<file path="src/rtl/sm_word_serializer.sv">
// Sign/magnitude word serializer: sends sign, then WIDTH magnitude bits over a valid/ready link.
// Optional even-parity trailer bit when SM_SER_PARITY_EN is defined.
module sm_word_serializer #(
    parameter int WIDTH     = 8,
    parameter bit LSB_FIRST = 1'b1
) (
    input  logic             clk_i,
    input  logic             reset_i,
    input  logic [WIDTH-1:0] data_i,
    input  logic             sign_i,
    input  logic             load_i,
    output logic             load_ready_o,
    output logic             ser_bit_o,
    output logic             ser_valid_o,
    input  logic             ser_ready_i,
    output logic             ser_last_o,
    output logic             busy_o,
    output logic             done_o
);

    localparam int CW = (WIDTH > 1) ? $clog2(WIDTH) : 1;

    localparam logic [1:0] S_IDLE = 2'd0;
    localparam logic [1:0] S_SIGN = 2'd1;
    localparam logic [1:0] S_DATA = 2'd2;
    localparam logic [1:0] S_PAR  = 2'd3;

    logic [1:0]       state_q, state_d;
    logic [WIDTH-1:0] shreg_q, shreg_d;
    logic             sign_q, sign_d;
    logic [CW-1:0]    cnt_q, cnt_d;
    logic             load_ready_q;
    logic             done_q, done_d;
`ifdef SM_SER_PARITY_EN
    logic             par_q, par_d;
`endif

    logic accept, load_acc, last_data;

    assign ser_valid_o  = (state_q != S_IDLE);
    assign busy_o       = (state_q != S_IDLE);
    assign load_ready_o = load_ready_q;
    assign done_o       = done_q;
    assign accept       = ser_valid_o & ser_ready_i;
    assign load_acc     = load_i & load_ready_q;
    assign last_data    = (cnt_q == CW'(WIDTH - 1));

    always_comb begin
        state_d = state_q;
        shreg_d = shreg_q;
        sign_d  = sign_q;
        cnt_d   = cnt_q;
        done_d  = 1'b0;
`ifdef SM_SER_PARITY_EN
        par_d   = par_q;
`endif
        case (state_q)
            S_IDLE: begin
                if (load_acc) begin
                    shreg_d = data_i;
                    sign_d  = sign_i;
                    cnt_d   = '0;
`ifdef SM_SER_PARITY_EN
                    par_d   = ^{sign_i, data_i};
`endif
                    state_d = S_SIGN;
                end
            end
            S_SIGN: begin
                if (accept) state_d = S_DATA;
            end
            S_DATA: begin
                if (accept) begin
                    // Shift so the next bit to send always sits at the output end
                    shreg_d = LSB_FIRST ? (shreg_q >> 1) : (shreg_q << 1);
                    if (last_data) begin
                        cnt_d = '0;
`ifdef SM_SER_PARITY_EN
                        state_d = S_PAR;
`else
                        state_d = S_IDLE;
                        done_d  = 1'b1;
`endif
                    end else begin
                        cnt_d = cnt_q + 1'b1;
                    end
                end
            end
            default: begin
`ifdef SM_SER_PARITY_EN
                if (accept) begin
                    state_d = S_IDLE;
                    done_d  = 1'b1;
                end
`else
                state_d = S_IDLE;
`endif
            end
        endcase
    end

    always_comb begin
        ser_bit_o = 1'b0;
        case (state_q)
            S_SIGN:  ser_bit_o = sign_q;
            S_DATA:  ser_bit_o = LSB_FIRST ? shreg_q[0] : shreg_q[WIDTH-1];
`ifdef SM_SER_PARITY_EN
            S_PAR:   ser_bit_o = par_q;
`endif
            default: ser_bit_o = 1'b0;
        endcase
    end

`ifdef SM_SER_PARITY_EN
    assign ser_last_o = (state_q == S_PAR);
`else
    assign ser_last_o = (state_q == S_DATA) && last_data;
`endif

    always_ff @(posedge clk_i or posedge reset_i) begin
        if (reset_i) begin
            state_q      <= S_IDLE;
            shreg_q      <= '0;
            sign_q       <= 1'b0;
            cnt_q        <= '0;
            load_ready_q <= 1'b1;
            done_q       <= 1'b0;
        end else begin
            state_q      <= state_d;
            shreg_q      <= shreg_d;
            sign_q       <= sign_d;
            cnt_q        <= cnt_d;
            // Registered ready: the final-accept cycle still reports busy
            load_ready_q <= (state_d == S_IDLE);
            done_q       <= done_d;
        end
    end

`ifdef SM_SER_PARITY_EN
    always_ff @(posedge clk_i or posedge reset_i) begin
        if (reset_i) par_q <= 1'b0;
        else         par_q <= par_d;
    end
`endif

endmodule

</file>
<file path="config.mk">
export PLATFORM = sky130hd
export DESIGN_NAME = sm_word_serializer
export DESIGN_NICKNAME = d
export VERILOG_FILES = /design/src/rtl/sm_word_serializer.sv
export SDC_FILE = /design/constraint.sdc
export NUM_CORES = 1
export LEC_CHECK = 0
export BUFFER_PORTS_ARGS = -buffer_cell sky130_fd_sc_hd__buf_4
export CELL_PAD_IN_SITES_DETAIL_PLACEMENT = 1
export CELL_PAD_IN_SITES_GLOBAL_PLACEMENT = 1
export CORE_ASPECT_RATIO = 1.75
export CORE_MARGIN = 2
export CORE_UTILIZATION = 36
export DETAILED_ROUTE_END_ITERATION = 8
export PLACE_DENSITY = 0.7
export SYNTH_ARGS = -nofsm -noshare
export SYNTH_HDL_FRONTEND = slang
export SYNTH_SLANG_ARGS = --single-unit
</file>
<file path="constraint.sdc">
create_clock -name clk_i -period 1.6 [get_ports clk_i]
set_input_delay 0.16 -clock clk_i [delete_from_list [all_inputs] [get_ports clk_i]]
set_output_delay 0.16 -clock clk_i [all_outputs]
set_load 0.005 [all_outputs]
</file>
==> results.sh <==
export IMPL_grt_first_pass_wirelength_um=3570
export IMPL_finalSetupViolations=0
export IMPL_finalClockSkew_ps=0.908
export IMPL_timing_fmax_ghz=0.639
export IMPL_p_per_area_nw_per_um2=1700
export IMPL_use_met2_pct=28.0
export IMPL_rr_startpoint="state_q[0]$_DFF_PP0_"
export IMPL_dp_hpwl_um=1480
export IMPL_peakVddDrop_v=0.000815
export IMPL_synth_flop_cell="dfrtp_1"
export IMPL_critical_path_max_stage_delay_ps=380
export IMPL_cp_end_kind="register"
export IMPL_drt_iter0_drc=4
export IMPL_cts_max_level=1
export IMPL_outcome="finished, violations left"
export IMPL_gp_congestion=0.779
export IMPL_ys_seq_area_share_pct=45.0
export IMPL_initial_core_util_pct=38.3
export IMPL_busiest_layer="met2"
export IMPL_async_flop_share_pct=100
export IMPL_layout_setup_ws_ps=35.0
export IMPL_grt_max_degree=17
export IMPL_regToRegEndpoint="load_ready_o$_DFF_PP1_"
export IMPL_n_antenna_cell=0
export IMPL_viasPerCell=5.09
export IMPL_required_ps=1770
export IMPL_fin_crit_sh_pct=97.8
export IMPL_synthesis_nets=101
export IMPL_numPortBuffers=18
export IMPL_grt_use_met3_pct=2.33
export IMPL_grtUsageMet1_pct=18.9
export IMPL_insertion_delay_ps=250
export IMPL_wirelength_um=2200
export IMPL_fin_area_um2=1230
export IMPL_vias=703
export IMPL_violations="negative hold slack"
export IMPL_netlist_instances=82
export IMPL_nets=133
export IMPL_hold_viol=15
export IMPL_timing_hold_ws_ps=-9.47
export IMPL_clkTransAtPathRegs_ps=60
export IMPL_wl_per_cell_um=15.9
export IMPL_slew_headroom_pct=58.5
export IMPL_yosysTopAreaCell="dfrtp_1"
export IMPL_synth_edff_count=0
export IMPL_cts_root_buf="clkbuf_8"
export IMPL_drv_slew=0
export IMPL_cts_tree="done"
export IMPL_min_period_ps=1560
export IMPL_grt_overflow_total=0
export IMPL_drive_gt1_share_pct=50.4
export IMPL_first_pass_iters=3
export IMPL_synth_seq_cells=16
export IMPL_grt_pass1_vias=773
export IMPL_numCtsBuffers=3
export IMPL_track_usage_pct=16.1
export IMPL_synth_area_um2=892
export IMPL_critical_path_slowest_cell="dfrtp_1"
export IMPL_syn_area_per_cell_um2=10.9
export IMPL_synth_cell_types=27
export IMPL_path_class="register to register"
export IMPL_hp_class="primary input to async pin"
export IMPL_worstPathCellList="inv_1 -> ha_2 -> nor2b_2 -> buf_4 -> a21oi_1 -> nor3_2 -> nor2_1"
export IMPL_reg2reg_slack_ps=40
export IMPL_crit_end="load_ready_o$_DFF_PP1_"
export IMPL_grt_antenna_before_repair=0
export IMPL_hold_buffers=0
export IMPL_clk_path_buf_depth=2
export IMPL_startpoint_type="register"
export IMPL_dieArea_um2=2910
export IMPL_cts_sinks=16
export IMPL_worstRegToRegCells=7
export IMPL_io_pins=19
export IMPL_drc_errors=0
export IMPL_pre_cts_ws_ps=26.7
export IMPL_netlist_area_leader_share_pct=42.1
export IMPL_drtAntennaViolNets=0
export IMPL_die_x_um=41.6
export IMPL_maxCapViolCount=0
export IMPL_place_area_um2=1060
export IMPL_area_delta_synth_final_pct=37.6
export IMPL_fp_dieH_um=69.9
export IMPL_power_leakage_nw=0.556
export IMPL_crit_start="state_q[0]$_DFF_PP0_"
export IMPL_synth_area_leaders="dfrtp_1, ha_1, mux2i_1, a21oi_2, nor2_1"
export IMPL_worstPathArrival_ps=1740
export IMPL_worst_pin_slew_ps=622
export IMPL_core_um2=2330
export IMPL_rows=23
export IMPL_cp_max_fo=5
export IMPL_ys_warn_count=0
-- synth_stat cells, drive strengths merged, types with 3 or more instances --
library cell	n
a21oi	8
buf	4
dfrtp	15
ha	6
inv	8
mux2i	7
nor2	9
nor2b	3
o21ai	5
-- flip-flops by register name (all words and copies together) (netlist names) --
name / count
shreg_q: 8
cnt_q: 3
state_q: 2
done_o: 1
load_ready_o: 1
sign_q: 1
-- area by class of cell --
class / instances / area (µm²)
fill: 275 / 1100
multi-input combinational: 55 / 473
sequential: 16 / 402
timing repair buffer: 30 / 236
clock buffer: 4 / 55.1
tap: 25 / 31.3
inverter: 8 / 30.0
-- through the flow --
| step | util, % | TNS, ps | power, mW | hold slack, ps | std cells |
|---|---|---|---|---|---|
| final | 52.7 | 0 | 2.08 | -9.47 | 138 |
| after global routing | 52.7 | -42.3 | 2.24 | 44.6 | 138 |
| after CTS | 50.1 | 0 | 2.02 | 9.15 | 132 |
| after detailed placement | 45.6 | 0 | 1.56 | 280 | 126 |
| after global placement | 45.6 | 0 | 1.52 | 277 | 126 |
| after floorplan | - | 0 | 1.30 | 73.0 | 82 |
-- power by group --
group	switching, mW	internal (mW)	total [mW]
Clock	0.138	0.218	0.356
Sequential	0.0945	0.574	0.668
Combinational	0.527	0.531	1.06
-- worst max-delay path, delay by kind of cell, from the launching register on --
kind	cells	cell delay, ps
AO/OA/AOI/OAI	1	250
buffers and inverters	2	280
flip-flops	1	380
AND/OR/NAND/NOR	3	320
adder cells (fa/ha/maj)	1	250
-- cells in the final DEF, fill, tap and decap left out, types with 3 or more instances in the layout --
| master | count |
|---|---|
| buf_4 | 28 |
| ha_2 | 3 |
| a21oi_2 | 7 |
| nor2_1 | 9 |
| mux2i_1 | 7 |
| o21ai_2 | 3 |
| dfrtp_1 | 15 |
| clkbuf_8 | 4 |
| inv_1 | 8 |
-- layer usage --
metal / vias up / share of wire (%) / wire length (µm)
met5: - / 0 / 0
li1: 339 / - / -
met1: 339 / 38 / 828
met4: 0 / 2.6 / 58
met2: 19 / 57 / 1250
met3: 6 / 2.9 / 63
-- kinds of logic (layout without fill, tap and decap cells) --
kind of cell	Yosys count	in the layout	synth area share (%)
fa+ha+maj	6	6	8.41
simple gates	23	23	14.0
buf+inv	12	42	7.01
compound gates	16	16	14.7
flops	16	16	45.0
mux	9	10	10.8
-- how the worst min path moves through the flow --
stage | slack [ps] | endpoint | cells after the start | from
detailed placement | 280 | shreg_q[3]$_DFFE_PP0P_ | 2 | reset_i
global placement | 280 | shreg_q[3]$_DFFE_PP0P_ | 2 | reset_i
CTS | 9 | shreg_q[3]$_DFFE_PP0P_ | 2 | reset_i
floorplan | 70 | cnt_q[0]$_DFFE_PP0P_ | 1 | reset_i
finish | -9 | shreg_q[4]$_DFFE_PP0P_ | 2 | reset_i
global route | 40 | shreg_q[2]$_DFFE_PP0P_ | 2 | reset_i
-- what timing repair did --
item / 4_1_cts / 5_1_grt
setup endpoints to repair: 2 / 10
cloned: 1 / 0
pin swaps: 0 / 1
buffers inserted: 1 / 6
resized for setup: 7 / 4
Power figures use the tool's default switching activity.
